### config.mk
export PLATFORM = sky130hd
export DESIGN_NAME = pulse_width_meter
export DESIGN_NICKNAME = d
export VERILOG_FILES = /design/src/rtl/pulse_width_meter_pkg.sv /design/src/rtl/pulse_width_meter_sync_chain.sv /design/src/rtl/pulse_width_meter.sv
export SDC_FILE = /design/constraint.sdc
export NUM_CORES = 1
export LEC_CHECK = 0
export CORE_ASPECT_RATIO = 0.75
export CORE_UTILIZATION = 35
export DETAILED_ROUTE_END_ITERATION = 10
export GPL_TIMING_DRIVEN = 0
export PLACE_DENSITY = 0.7
export SKIP_LAST_GASP = 1
export SLEW_MARGIN = 20
export SYNTH_ARGS = -nofsm -noshare
export SYNTH_HDL_FRONTEND = slang
export SYNTH_SLANG_ARGS = --single-unit
### constraint.sdc
create_clock -name clk_in -period 1.53 [get_ports clk_in]
set_clock_uncertainty 0.05 [all_clocks]
set_input_delay 0.306 -clock clk_in [delete_from_list [all_inputs] [get_ports clk_in]]
set_output_delay 0.306 -clock clk_in [all_outputs]
set_load 0.05 [all_outputs]
### src/rtl/pulse_width_meter_pkg.sv
// Shared definitions for the pulse width meter and the countdown timeout block:
// FSM encoding and the default counter width.
package pulse_width_meter_pkg;

    localparam int DEFAULT_COUNTER_WIDTH = 8;

    typedef enum logic {
        ST_IDLE    = 1'b0,
        ST_MEASURE = 1'b1
    } meas_state_e;

endpackage

### src/rtl/pulse_width_meter_sync_chain.sv
// Multi-flop synchroniser for a single asynchronous input. Every stage resets to 0,
// so a reset always leaves the chain reporting a low input.
module sync_chain #(
    parameter int STAGES = 2
) (
    input  logic clk,
    input  logic srst,
    input  logic d,
    output logic q
);

    logic [STAGES-1:0] sync_q;
    logic [STAGES-1:0] sync_d;

    for (genvar gi = 0; gi < STAGES; gi++) begin : g_stage
        if (gi == 0) begin : g_first
            assign sync_d[gi] = d;
        end else begin : g_rest
            assign sync_d[gi] = sync_q[gi-1];
        end
    end

    always_ff @(posedge clk) begin
        if (srst) begin
            sync_q <= '0;
        end else begin
            sync_q <= sync_d;
        end
    end

    assign q = sync_q[STAGES-1];

endmodule

### src/rtl/pulse_width_meter.sv
// Measures the high time of an asynchronous pulse in clk_in cycles and hands the
// result to a consumer through a one-entry valid/ready holding register.
module pulse_width_meter
    import pulse_width_meter_pkg::*;
#(
    parameter int COUNTER_WIDTH = DEFAULT_COUNTER_WIDTH,
    parameter int SYNC_STAGES   = 2,
    parameter int MIN_WIDTH     = 1
) (
    input  logic                     clk_in,
    input  logic                     reset,
    input  logic                     enable,
    input  logic                     sig_in,
    output logic [COUNTER_WIDTH-1:0] width,
    output logic                     width_saturated,
    output logic                     width_valid,
    input  logic                     width_ready,
    output logic                     busy,
    output logic                     overrun,
    input  logic                     clear_overrun
);

    localparam logic [COUNTER_WIDTH-1:0] CNT_MAX = '1;
    localparam logic [COUNTER_WIDTH-1:0] CNT_ONE = COUNTER_WIDTH'(1);
    // One bit wider so MIN_WIDTH values beyond the counter range discard everything.
    localparam logic [COUNTER_WIDTH:0]   MIN_W   = (COUNTER_WIDTH+1)'(MIN_WIDTH);

    logic sig_s;
    logic sig_d_q;
    logic rise;
    logic push;
    logic pop;

    meas_state_e              state_q, state_d;
    logic [COUNTER_WIDTH-1:0] count_q, count_d;
    logic                     sat_q, sat_d;
    logic [COUNTER_WIDTH-1:0] width_q, width_d;
    logic                     width_sat_q, width_sat_d;
    logic                     valid_q, valid_d;
    logic                     overrun_q, overrun_d;

    sync_chain #(
        .STAGES (SYNC_STAGES)
    ) u_sync (
        .clk  (clk_in),
        .srst (reset),
        .d    (sig_in),
        .q    (sig_s)
    );

    assign rise = sig_s & ~sig_d_q;
    assign pop  = valid_q & width_ready;

    always_comb begin
        state_d     = state_q;
        count_d     = count_q;
        sat_d       = sat_q;
        width_d     = width_q;
        width_sat_d = width_sat_q;
        valid_d     = valid_q;
        overrun_d   = overrun_q;
        push        = 1'b0;

        unique case (state_q)
            ST_IDLE: begin
                if (rise && enable) begin
                    state_d = ST_MEASURE;
                    count_d = CNT_ONE;
                    sat_d   = 1'b0;
                end
            end
            ST_MEASURE: begin
                if (!enable) begin
                    state_d = ST_IDLE;
                end else if (sig_s) begin
                    if (count_q == CNT_MAX) begin
                        sat_d = 1'b1;
                    end else begin
                        count_d = count_q + CNT_ONE;
                    end
                end else begin
                    state_d = ST_IDLE;
                    push    = ({1'b0, count_q} >= MIN_W);
                end
            end
            default: state_d = ST_IDLE;
        endcase

        // Clear first so a drop in the same cycle leaves overrun set.
        if (clear_overrun) begin
            overrun_d = 1'b0;
        end

        if (push) begin
            if (!valid_q || pop) begin
                width_d     = count_q;
                width_sat_d = sat_q;
                valid_d     = 1'b1;
            end else begin
                overrun_d = 1'b1;
            end
        end else if (pop) begin
            valid_d = 1'b0;
        end
    end

    always_ff @(posedge clk_in) begin
        if (reset) begin
            sig_d_q     <= 1'b0;
            state_q     <= ST_IDLE;
            count_q     <= '0;
            sat_q       <= 1'b0;
            width_q     <= '0;
            width_sat_q <= 1'b0;
            valid_q     <= 1'b0;
            overrun_q   <= 1'b0;
        end else begin
            sig_d_q     <= sig_s;
            state_q     <= state_d;
            count_q     <= count_d;
            sat_q       <= sat_d;
            width_q     <= width_d;
            width_sat_q <= width_sat_d;
            valid_q     <= valid_d;
            overrun_q   <= overrun_d;
        end
    end

    assign width           = width_q;
    assign width_saturated = width_sat_q;
    assign width_valid     = valid_q;
    assign busy            = (state_q == ST_MEASURE);
    assign overrun         = overrun_q;

endmodule

==> metrics.md <==
| Metric | Value |
|---|---|
| Slew headroom | `around two thirds` |
| Worst Path Max Fanout | `5` |
| Crit end category | `flip-flop` |
| Fmax achieved | `0.629 GHz` |
| PnR worst setup slack | `-59.3 ps` |
| Pwr Total | `1050 uW` |
| P_leak | `0.000596 uW` |
| Cells along the critical path | `ha_4 > nand4_1 > buf_4 > o211a_1 > and3_4 > a211oi_2` |
| Fin crit period | `1590 ps` |
| Die W | `64.7 um` |
| Initial antenna violation count | `0` |
| Post-synth cell types | `32` |
| Fillers | `about 260` |
| DR WL met2 | `1030 um` |
| GRT Total Usage | `15.7%` |
| Syn Area/Cell | `9.56 um^2` |
| Starting Density | `38.2%` |
| Met3 routed WL | `106 um` |
| Clock slew at reported path FFs | `roughly 80 ps` |
| Fin util | `52.8%` |
| Drt wl/cell | `13.4 um` |
| Area Overhead vs Synth | `38.3%` |
| Psw | `224 uW` |
| Max VDD drop | `around 0.52 mV` |
| RSZ-0062 raised after global routing | `yes` |
| Crit path launch type | `flip-flop` |
| Comb power frac | `5.4%` |
| IO buf count | `16` |
| Failing checks | `setup timing` |
| Via density | `5.19` |
| Share of cells above drive strength 1 | `30.1%` |
| IO Pins | `18` |
| Pre-Repair DR Iteration Count | `4` |
| First-pass GRT wire length | `3830 um` |
| Hold Crit Start | `reset` |
| DRT iter0 DRCs | `a little over 80` |
| Internal | `830 uW` |
| Crit share post-route | `104%` |
| M1 WL | `1150 um` |
| CTS Hold Bufs | `0` |
| Worst slew pin tran | `505 ps` |
| Final max-slew violation count | `0` |
| Cell area after synthesis | `just over 1000 um^2` |
| Sequential element share of the synthesized area | `46.5%` |
| Worst Path Arrival | `1720 ps` |
| DIE AREA | `3170 um^2` |
| Synth Register Bits | `24` |
| Clock Path Buffers | `2` |
| Root buffer cell | `clkbuf_8` |
| Grt ovf | `0` |
| Pwr Density | `738 nW/um^2` |
| CP max stage cell | `dfxtp_4` |
| R2R depth | `6` |
| Worst r2r dst | `count_q[0]` |
| Largest net degree at the start of global routing | `13` |
| Final Hold Viols | `0` |
| Reg2Reg Launch Point | `count_q[0]` |
| Setup TNS | `-367 ps` |
| CTS tree | `built` |
| Worst R2R Setup Slack | `-60 ps` |
| Reg area | `495 um^2` |
| Yosys warns | `0` |
| Vias | `893` |
| # DRC | `0` |
| Outcome | `finished, violations left` |
| Clk pwr share | `34.9%` |
| Crit path max-delay family | `compound AO/OA/AOI/OAI gates` |
| Hold Path Stages | `2` |
| Chip height | `49.0 um` |
| Reg power frac | `approximately three fifths` |
| Critical Path Stages | `6` |
| H-tree lvl count | `1` |
| Antenna cell count | `0` |
| Peak per-stage delay on the critical path | `390 ps` |
| Synth Instances | `108` |
| Crit Path Class | `reg2reg` |
| Final Net Count | `147` |
| Worst path bufs/invs | `1` |
| CP required | `~1700 ps` |
| Multi-input gate area | `593 um^2` |
| Syn_nets | `~120` |
| Worst skew pair latency | `260 ps` |
| CTS sink count | `24` |
| Sw Share | `21.2%` |
| Final setup fails | `14` |
| Max cap viols | `0` |
| Vias in the first global route | `820` |
| Rows | `16` |
| Placeable Area | `~2700 um^2` |
| Hold crit path type | `in2reg` |
| DRT Wirelength | `2310 um` |
| Worst hold path endpoint | `width[0]` |
| Worst hold slack | `363 ps` |
| GP Congestion | `0.785` |
| Num CTS Buffers | `3` |
| Detailed Place HPWL | `1570 um` |
| Highest routed layer | `met4` |
| Routed Antenna Nets | `0` |
[metrics by stage]
step	instance area (um^2)	setup WS [ps]	cells
after floorplan	1050	17.2	108
after global placement	1250	-331	160
after detailed placement	1250	-382	160
after CTS	1410	-54.5	172
after global routing	1430	-146	172
final	1430	-59.3	172
[routing by layer]
metal  GRT usage (%)  vias up
met3            4.91        2
met2            24.5       18
li1                -      443
met5               0        -
met1            21.5      430
met4            2.22        0
[logic make-up (layout without fill, tap and decap cells)]
group,after synthesis,count (layout),synth area share [%]
muxes,9,9,8.73
adders and majority gates,3,3,3.64
DFF,24,24,46.5
buffers and inverters,7,35,3.39
and+or+nand+nor,45,45,23.9
AOI/OAI and AO/OA,20,20,13.8
[worst register-to-register path: stages, from the launching register on]
cell      delay, ps
dfxtp_4         390
ha_4            140
nand4_1         170
buf_4           190
o211a_1         240
and3_4          150
a211oi_2        180
[power by group through the flow]
| stage | combinational, uW | clock (uW) | sequential (uW) |
|---|---|---|---|
| 2_1_floorplan | 25.9 | 0 | 648 |
| 3_3_place_gp | 44.5 | 0 | 647 |
| 3_5_place_dp | 45.3 | 0 | 648 |
| 4_1_cts | 55.0 | 374 | 632 |
| 5_1_grt | 61.2 | 401 | 631 |
| 6_report | 56.5 | 367 | 630 |
[placed cells by master, fill, tap and decap left out, types with 2 or more instances in the layout]
master | synthesis | final
ha_4 | 0 | 2
or3_1 | 3 | 3
nor3_1 | 3 | 3
nor2b_1 | 5 | 5
a21oi_2 | 0 | 2
nand2_1 | 4 | 4
nor2_1 | 13 | 13
nand3_1 | 4 | 4
o211a_1 | 2 | 2
dlygate4sd2_1 | 0 | 12
clkbuf_8 | 0 | 3
mux2i_1 | 9 | 9
inv_2 | 0 | 2
dfxtp_2 | 0 | 6
clkdlybuf4s50_1 | 0 | 3
dfxtp_1 | 24 | 16
dfxtp_4 | 0 | 2
buf_4 | 0 | 8
o31ai_1 | 2 | 2
buf_6 | 1 | 3
clkbuf_1 | 2 | 2
a211oi_2 | 2 | 2
a21oi_1 | 8 | 6
o21ai_0 | 3 | 3
[worst max-delay path by stage]
stage,startpoint,end
4_1_cts,count_q[1],width_saturated
2_1_floorplan,count_q[1],width[0]
6_report,count_q[0],count_q[0]
3_5_place_dp,enable,count_q[5]
5_1_grt,count_q[0],count_q[0]
3_3_place_gp,enable,count_q[4]
[state kept, by name, summed over array words and instances, names as in the netlist]
name             flops
u_sync.sync_q        2
busy                 1
width_valid          1
sig_d_q              1
count_q              8
width                8
sat_q                1
overrun              1
width_saturated      1
[Yosys cell counts (all sizes together)]
cell / count / area share (%)
or2b: 1 / 0.85
nor3: 3 / 1.5
nor4: 2 / 1.2
a21oi: 8 / 3.9
o211a: 2 / 1.9
or3: 3 / 1.8
nand2: 4 / 1.5
and2b: 1 / 0.73
and2: 1 / 0.61
o21a: 1 / 0.73
and3: 1 / 0.61
inv: 3 / 1.1
dfxtp: 24 / 47
a211oi: 2 / 2.4
or2: 1 / 0.61
ha: 3 / 3.6
nor4b: 1 / 0.85
nand3: 4 / 1.9
clkbuf: 2 / 0.73
nand3b: 1 / 0.73
nor2b: 5 / 3.0
nor2: 13 / 4.7
nand4: 2 / 1.8
o31ai: 2 / 1.5
o211ai: 2 / 1.9
mux2i: 9 / 8.7
buf: 2 / 1.6
o21ai: 3 / 1.5
or4: 2 / 1.5
[cell type report]
class	instances	area share (%)
Buffer	4	2.10
Clock buffer	3	2.89
Inverter	3	0.789
Multi-Input combinational cell	77	41.5
Sequential cell	24	34.7
Tap cell	36	3.16
Timing Repair Buffer	25	14.8
[what timing repair did]
item | CTS | global route
resized for setup | 30 | 11
cloned | 2 | 0
pin swaps | 5 | 6
setup endpoints to repair | 28 | 19
buffers inserted | 7 | 0
(Power assumes the default switching activity.)
